File: src/rtl/mem_arbiter_if.sv
// Handshake bundle between the IF/MEM pipeline stages, the arbiter and the
// ram_controller request/done bus.
interface mem_arbiter_if #(
  parameter int ADDR_W = 16,
  parameter int DATA_W = 16
);
  logic              if_req;
  logic [ADDR_W-1:0] if_addr;
  logic              if_done;
  logic [DATA_W-1:0] if_rdata;
  logic              mem_rd;
  logic              mem_wr;
  logic [ADDR_W-1:0] mem_addr;
  logic [DATA_W-1:0] mem_wdata;
  logic              mem_done;
  logic [DATA_W-1:0] mem_rdata;
  logic              stall_if;
  logic              bus_err;
  logic              ram_req;
  logic              ram_we;
  logic [ADDR_W-1:0] ram_addr;
  logic [DATA_W-1:0] ram_wdata;
  logic              ram_done;
  logic [DATA_W-1:0] ram_rdata;

  // Arbiter view.
  modport slave (
    input  if_req, if_addr, mem_rd, mem_wr, mem_addr, mem_wdata, ram_done, ram_rdata,
    output if_done, if_rdata, mem_done, mem_rdata, stall_if, bus_err,
           ram_req, ram_we, ram_addr, ram_wdata
  );

  // Requester / RAM-controller view.
  modport master (
    output if_req, if_addr, mem_rd, mem_wr, mem_addr, mem_wdata, ram_done, ram_rdata,
    input  if_done, if_rdata, mem_done, mem_rdata, stall_if, bus_err,
           ram_req, ram_we, ram_addr, ram_wdata
  );
endinterface

File: src/rtl/mem_arbiter.sv
// Shares the single RAM request/done path between instruction fetch and the MEM
// stage: one grant at a time, timeout abort, per-requester read data registers.
module mem_arbiter #(
  parameter int ADDR_W     = 16,
  parameter int DATA_W     = 16,
  parameter int TIMEOUT    = 255,
  parameter int TO_W       = 8,
  parameter int STARVE_MAX = 2
) (
  input logic          clk,
  input logic          rst,
  mem_arbiter_if.slave bus
);
  localparam int SW = $clog2(STARVE_MAX + 1);

  typedef enum logic [1:0] {IDLE, BUSY_IF, BUSY_MEM, DONE} state_t;

  state_t            state, state_d;
  logic [TO_W-1:0]   to_cnt;
  logic [SW-1:0]     starve_cnt;
  logic              ram_req_q, ram_we_q, if_done_q, mem_done_q, bus_err_q;
  logic [ADDR_W-1:0] ram_addr_q;
  logic [DATA_W-1:0] ram_wdata_q, if_rdata_q, mem_rdata_q;

  logic mem_any, starved, grant_if, grant_mem, busy, timed_out, finish;

  // NOTE: every signal written here gets a default first so no latch is inferred.
  always_comb begin
    mem_any   = bus.mem_rd | bus.mem_wr;
    starved   = (starve_cnt == SW'(STARVE_MAX));
    grant_if  = 1'b0;
    grant_mem = 1'b0;
    busy      = (state == BUSY_IF) || (state == BUSY_MEM);
    timed_out = busy && !bus.ram_done && (to_cnt == TO_W'(TIMEOUT - 1));
    finish    = busy && (bus.ram_done || timed_out);
    state_d   = state;
    unique case (state)
      IDLE: begin
        // IF only overtakes a pending MEM request once it has lost STARVE_MAX times.
        grant_if  = bus.if_req && (!mem_any || starved);
        grant_mem = mem_any && !grant_if;
        if (grant_if)       state_d = BUSY_IF;
        else if (grant_mem) state_d = BUSY_MEM;
      end
      BUSY_IF, BUSY_MEM: if (finish) state_d = DONE;
      DONE:              state_d = IDLE;
      default:           state_d = IDLE;
    endcase
  end

  // NOTE: non-blocking assignments make every flop update from pre-edge values.
  always_ff @(posedge clk or negedge rst) begin
    if (!rst) state <= IDLE;
    else      state <= state_d;
  end

  always_ff @(posedge clk or negedge rst) begin
    if (!rst) begin
      to_cnt      <= '0;
      starve_cnt  <= '0;
      ram_req_q   <= 1'b0;
      ram_we_q    <= 1'b0;
      ram_addr_q  <= '0;
      ram_wdata_q <= '0;
      if_done_q   <= 1'b0;
      mem_done_q  <= 1'b0;
      bus_err_q   <= 1'b0;
      if_rdata_q  <= '0;
      mem_rdata_q <= '0;
    end else begin
      ram_req_q  <= (state_d == BUSY_IF) || (state_d == BUSY_MEM);
      if_done_q  <= finish && (state == BUSY_IF);
      mem_done_q <= finish && (state == BUSY_MEM);
      bus_err_q  <= timed_out;

      if (busy && !finish) to_cnt <= to_cnt + 1'b1;
      else                 to_cnt <= '0;

      if (grant_if) begin
        ram_addr_q <= bus.if_addr;
        ram_we_q   <= 1'b0;
        starve_cnt <= '0;
      end else if (grant_mem) begin
        // A simultaneous read+write is carried out as the write alone.
        ram_addr_q  <= bus.mem_addr;
        ram_wdata_q <= bus.mem_wdata;
        ram_we_q    <= bus.mem_wr;
        if (bus.if_req && !starved) starve_cnt <= starve_cnt + 1'b1;
      end

      if (finish && (state == BUSY_IF))
        if_rdata_q <= timed_out ? '1 : bus.ram_rdata;
      if (finish && (state == BUSY_MEM) && !ram_we_q)
        mem_rdata_q <= timed_out ? '1 : bus.ram_rdata;
    end
  end

  assign bus.ram_req   = ram_req_q;
  assign bus.ram_we    = ram_we_q;
  assign bus.ram_addr  = ram_addr_q;
  assign bus.ram_wdata = ram_wdata_q;
  assign bus.if_done   = if_done_q;
  assign bus.if_rdata  = if_rdata_q;
  assign bus.mem_done  = mem_done_q;
  assign bus.mem_rdata = mem_rdata_q;
  assign bus.bus_err   = bus_err_q;
  assign bus.stall_if  = bus.if_req & ~if_done_q;
endmodule

File: src/flat_wrapper.sv
// flat-port wrapper written by rule: the top's interface ports become plain ports
module mem_arbiter_flat 
#(
  parameter int ADDR_W     = 16,
  parameter int DATA_W     = 16,
  parameter int TIMEOUT    = 255,
  parameter int TO_W       = 8,
  parameter int STARVE_MAX = 2
)
  (clk, rst, bus_if_req, bus_if_addr, bus_mem_rd, bus_mem_wr, bus_mem_addr, bus_mem_wdata, bus_ram_done, bus_ram_rdata, bus_if_done, bus_if_rdata, bus_mem_done, bus_mem_rdata, bus_stall_if, bus_bus_err, bus_ram_req, bus_ram_we, bus_ram_addr, bus_ram_wdata);
  mem_arbiter_if #(.ADDR_W(ADDR_W), .DATA_W(DATA_W)) bus_i ();
  input logic clk;
  input logic rst;
  input wire logic [$bits(bus_i.if_req)-1:0] bus_if_req;
  input wire logic [$bits(bus_i.if_addr)-1:0] bus_if_addr;
  input wire logic [$bits(bus_i.mem_rd)-1:0] bus_mem_rd;
  input wire logic [$bits(bus_i.mem_wr)-1:0] bus_mem_wr;
  input wire logic [$bits(bus_i.mem_addr)-1:0] bus_mem_addr;
  input wire logic [$bits(bus_i.mem_wdata)-1:0] bus_mem_wdata;
  input wire logic [$bits(bus_i.ram_done)-1:0] bus_ram_done;
  input wire logic [$bits(bus_i.ram_rdata)-1:0] bus_ram_rdata;
  output wire logic [$bits(bus_i.if_done)-1:0] bus_if_done;
  output wire logic [$bits(bus_i.if_rdata)-1:0] bus_if_rdata;
  output wire logic [$bits(bus_i.mem_done)-1:0] bus_mem_done;
  output wire logic [$bits(bus_i.mem_rdata)-1:0] bus_mem_rdata;
  output wire logic [$bits(bus_i.stall_if)-1:0] bus_stall_if;
  output wire logic [$bits(bus_i.bus_err)-1:0] bus_bus_err;
  output wire logic [$bits(bus_i.ram_req)-1:0] bus_ram_req;
  output wire logic [$bits(bus_i.ram_we)-1:0] bus_ram_we;
  output wire logic [$bits(bus_i.ram_addr)-1:0] bus_ram_addr;
  output wire logic [$bits(bus_i.ram_wdata)-1:0] bus_ram_wdata;
  assign bus_i.if_req = bus_if_req;
  assign bus_i.if_addr = bus_if_addr;
  assign bus_i.mem_rd = bus_mem_rd;
  assign bus_i.mem_wr = bus_mem_wr;
  assign bus_i.mem_addr = bus_mem_addr;
  assign bus_i.mem_wdata = bus_mem_wdata;
  assign bus_i.ram_done = bus_ram_done;
  assign bus_i.ram_rdata = bus_ram_rdata;
  assign bus_if_done = bus_i.if_done;
  assign bus_if_rdata = bus_i.if_rdata;
  assign bus_mem_done = bus_i.mem_done;
  assign bus_mem_rdata = bus_i.mem_rdata;
  assign bus_stall_if = bus_i.stall_if;
  assign bus_bus_err = bus_i.bus_err;
  assign bus_ram_req = bus_i.ram_req;
  assign bus_ram_we = bus_i.ram_we;
  assign bus_ram_addr = bus_i.ram_addr;
  assign bus_ram_wdata = bus_i.ram_wdata;
  mem_arbiter #(.ADDR_W(ADDR_W), .DATA_W(DATA_W), .TIMEOUT(TIMEOUT), .TO_W(TO_W), .STARVE_MAX(STARVE_MAX)) u_core (.clk(clk), .rst(rst), .bus(bus_i));
endmodule
File: config.mk
export PLATFORM = sky130hd
export DESIGN_NAME = mem_arbiter_flat
export DESIGN_NICKNAME = d
export VERILOG_FILES = /design/src/rtl/mem_arbiter_if.sv /design/src/rtl/mem_arbiter.sv /design/src/flat_wrapper.sv
export SDC_FILE = /design/constraint.sdc
export NUM_CORES = 1
export LEC_CHECK = 0
export ABC_AREA = 1
export CAP_MARGIN = 25
export CORE_ASPECT_RATIO = 2
export CORE_MARGIN = 3
export CORE_UTILIZATION = 45
export CTS_BUF_LIST = sky130_fd_sc_hd__clkbuf_4 sky130_fd_sc_hd__clkbuf_8
export DETAILED_ROUTE_END_ITERATION = 10
export HOLD_SLACK_MARGIN = 0.05
export PLACE_DENSITY = 0.81
export SLEW_MARGIN = 20
export SYNTH_ARGS = -nofsm -noshare
export SYNTH_HDL_FRONTEND = slang
export SYNTH_SLANG_ARGS = --single-unit
export TNS_END_PERCENT = 100
File: constraint.sdc
create_clock -name clk -period 2.3 [get_ports clk]
set_input_delay 0.46 -clock clk [delete_from_list [all_inputs] [get_ports clk]]
set_output_delay 0.46 -clock clk [all_outputs]
set_load 0.02 [all_outputs]
==> metrics <==
Die ar.=0.00918 mm^2; number of global-route vias before repair=3529; Layout Skew=6.69 ps; GRT overflow=0; Distinct cells, synth=29; Max-slew headroom=63.0%; # Max-Cap Violations=0; Yosys Warn Count=0; CTS Hold Buffers Added=0; critical path depth=4; RR Startpoint=u_core.state[1]; total track usage=23.1%; hold slack=91.9 ps; global routing usage on met1=23.5%; crit path cell chain=clkdlybuf4s50_1 > inv_1 > nor2_1 > clkdlybuf4s50_1; Skew-Pair Late Insertion Delay=350 ps; Global Route met3 Usage=6.54%; final layout net count=637; CP startpoint=bus_if_req; top cells by area, synth=dfrtp_1 56%, nand2_1 14%, nand3_1 5.3%; layout cell share with drive strength beyond 1=9.93%; worst reg2reg path endpoint=u_core.bus.ram_wdata[9]; Clock Tree Root=clkbuf_8; DIE HEIGHT=133 um; Placer Congestion=0.854; crit share post-route=93.8%; Setup Fix Bufs, Post-CTS=0; chip width=69.3 um; Slew @ Worst Pin=554 ps; synthesized area=0.00360 mm^2; row count=45; DP HPWL=8.03 mm; vias per inst=5.16; Final Hold Fails=0; VDD IR-drop max=0.000884 V; area taken by multi-input logic gates=0.00143 mm^2; Yosys top cell by area=dfrtp_1; CTS sink cnt=81; vias=3392; status=finished clean; CP max stage cell=clkdlybuf4s50_1; Peak Freq=464 MHz; most common cell after layout, fill and taps aside=clkdlybuf4s50_1; Seq. cell area=0.00203 mm^2; commonest non-fill, non-tap cells in the layout=138 x clkdlybuf4s50_1, 134 x nand2_1, 81 x dfrtp_1, 38 x nand3_1, 35 x o21ai_0; Avg Cell Area, Syn=8.74 um^2; critical path arrival=1700 ps; Cells after Synth=412; Bufs on Longest Clock Path=2; CTS tree=built; Reg clk slew, reported paths=80 ps; Core Region=0.00771 mm^2; Pleak=2.49 nW; setup violators final=0; post-cts sizing count=0; htree depth=3; Detail Route Antenna Nets=0; RSZ-0062 raised after global routing=false; critical path class=input pin to output port; n_diodes=0; P per Cell Area=1310 mW/mm^2; Yosys reg bits=81; Max stage delay on crit path=630 ps; dpl ws=-25.0 ps; Buf/Inv on CP=3; IO Port Bufs=139; routed len/inst=16.0 um; syn_nets=489; Crit Path Max Fanout=2; CTS Buf Count=9; final WL=10.5 mm; Worst Hold Class=input pin to asynchronous set/reset pin; met2 GRT Util=42.4%; first-pass GRT wire length=16.8 mm; Slew Limit Fails=0; critical path capture point type=output port; Synth top area share=56.3%; DRC violations left=0; Worst Reg2Reg Path Length in Cells=7; Layout area overhead=47.5%; antenna violations before repair=0; Layout Cells excl Fill=658; sequential-to-total area share from yosys stat=56.3%; number of fill cells=623; setup ws final=144 ps; pin count of the biggest net entering global routing=43; Critical Path RT=1840 ps; # IOs=140; Initial DRC Count=161; Crit path top cell by count=clkdlybuf4s50_1; placed cell count=643; Most Crowded Layer GR=met2; cell class contributing the biggest share of worst-path delay=buffers and inverters; Pre-Repair DR Iteration Count=5; fin crit period=2160 ps; Critical Path Start Type=input pin; crit path to=bus_stall_if; Initial Util=46.7%; R2R setup slack=280 ps
-- layer usage --
metal  routed length [um]  up-vias  share of wire, %
met4                  344        0               3.3
met2                 5910      140                56
met5                    0        -                 0
li1                     -     1622                 -
met1                 3680     1607                35
met3                  583       23               5.5
-- logic make-up (layout without fill, tap and decap cells) --
| logic type | after synthesis | after routing | synth area share [%] |
|---|---|---|---|
| buffers and inverters | 33 | 185 | 4.10 |
| and+or+nand+nor | 232 | 232 | 28.5 |
| DFF | 81 | 81 | 56.3 |
| xor gates and xnor gates | 3 | 3 | 0.730 |
| AOI/OAI and AO/OA | 56 | 56 | 7.96 |
| adders and majority gates | 7 | 7 | 2.43 |
-- state kept, by name, indices dropped and copies added, names as in the netlist --
register,count
u_core.bus.if_rdata,16
u_core.bus.mem_rdata,16
u_core.bus.ram_addr,16
u_core.bus.ram_wdata,16
u_core.to_cnt,8
u_core.starve_cnt,2
u_core.state,2
u_core.bus.bus_err,1
u_core.bus.if_done,1
u_core.bus.mem_done,1
u_core.bus.ram_req,1
u_core.bus.ram_we,1
-- worst min-delay path by stage --
stage | start | end | slack [ps] | depth (start not counted)
final | rst | u_core.bus.ram_addr[13] | 90 | 1
after global routing | rst | u_core.bus.ram_addr[10] | 110 | 1
after CTS | rst | u_core.bus.ram_addr[13] | 90 | 1
after detailed placement | u_core.bus.ram_wdata[5] | u_core.bus.ram_wdata[5] | 460 | 2
after global placement | u_core.bus.ram_wdata[11] | u_core.bus.ram_wdata[11] | 450 | 2
after floorplan | rst | u_core.bus.bus_err | 160 | 0
-- power breakdown --
part           switching (mW)  internal [mW]  total (mW)
registers               0.350           2.03        2.38
logic                    2.08           1.55        3.62
clock network           0.480          0.486       0.965
total                    2.91           4.06        6.97
-- synthesized netlist by cell type --
master      n
clkinv_1    1
nand2_4     1
nor2_4      2
nor2_1     29
nand3_1    38
ha_1        7
xor2_1      1
nor2_8      1
dfrtp_1    81
nand2_1   134
inv_1      16
buf_4       1
nand4_1     2
a21boi_0    1
o21ai_0    35
nand2_2     4
nor3b_1     2
clkbuf_1    8
buf_6       2
nor2_2      1
or2_2      16
inv_2       1
nor3_1      1
xnor2_1     2
clkbuf_2    1
buf_2       3
a21oi_1    19
and3_1      1
o21ai_2     1
-- through the flow --
| stage | utilization, % | TNS [ps] | cell area, um^2 | power, mW |
|---|---|---|---|---|
| after floorplan | - | 0 | 3600 | 4.28 |
| after global placement | 66.4 | 0 | 5120 | 5.93 |
| after detailed placement | 66.4 | -105 | 5120 | 6.04 |
| after CTS | 68.8 | 0 | 5310 | 7.03 |
| after global routing | 68.8 | 0 | 5310 | 7.41 |
| final | 68.8 | 0 | 5310 | 6.97 |
-- final cells by class --
type | count | share of cell area [%]
Timing Repair Buffer | 152 | 28.0
Clock buffer | 13 | 3.25
Sequential cell | 81 | 38.2
Inverter | 18 | 1.27
Tap cell | 94 | 2.21
Clock inverter | 2 | 0.236
Multi-Input combinational cell | 298 | 26.9
No activity file was read; power rests on OpenSTA's default activity.
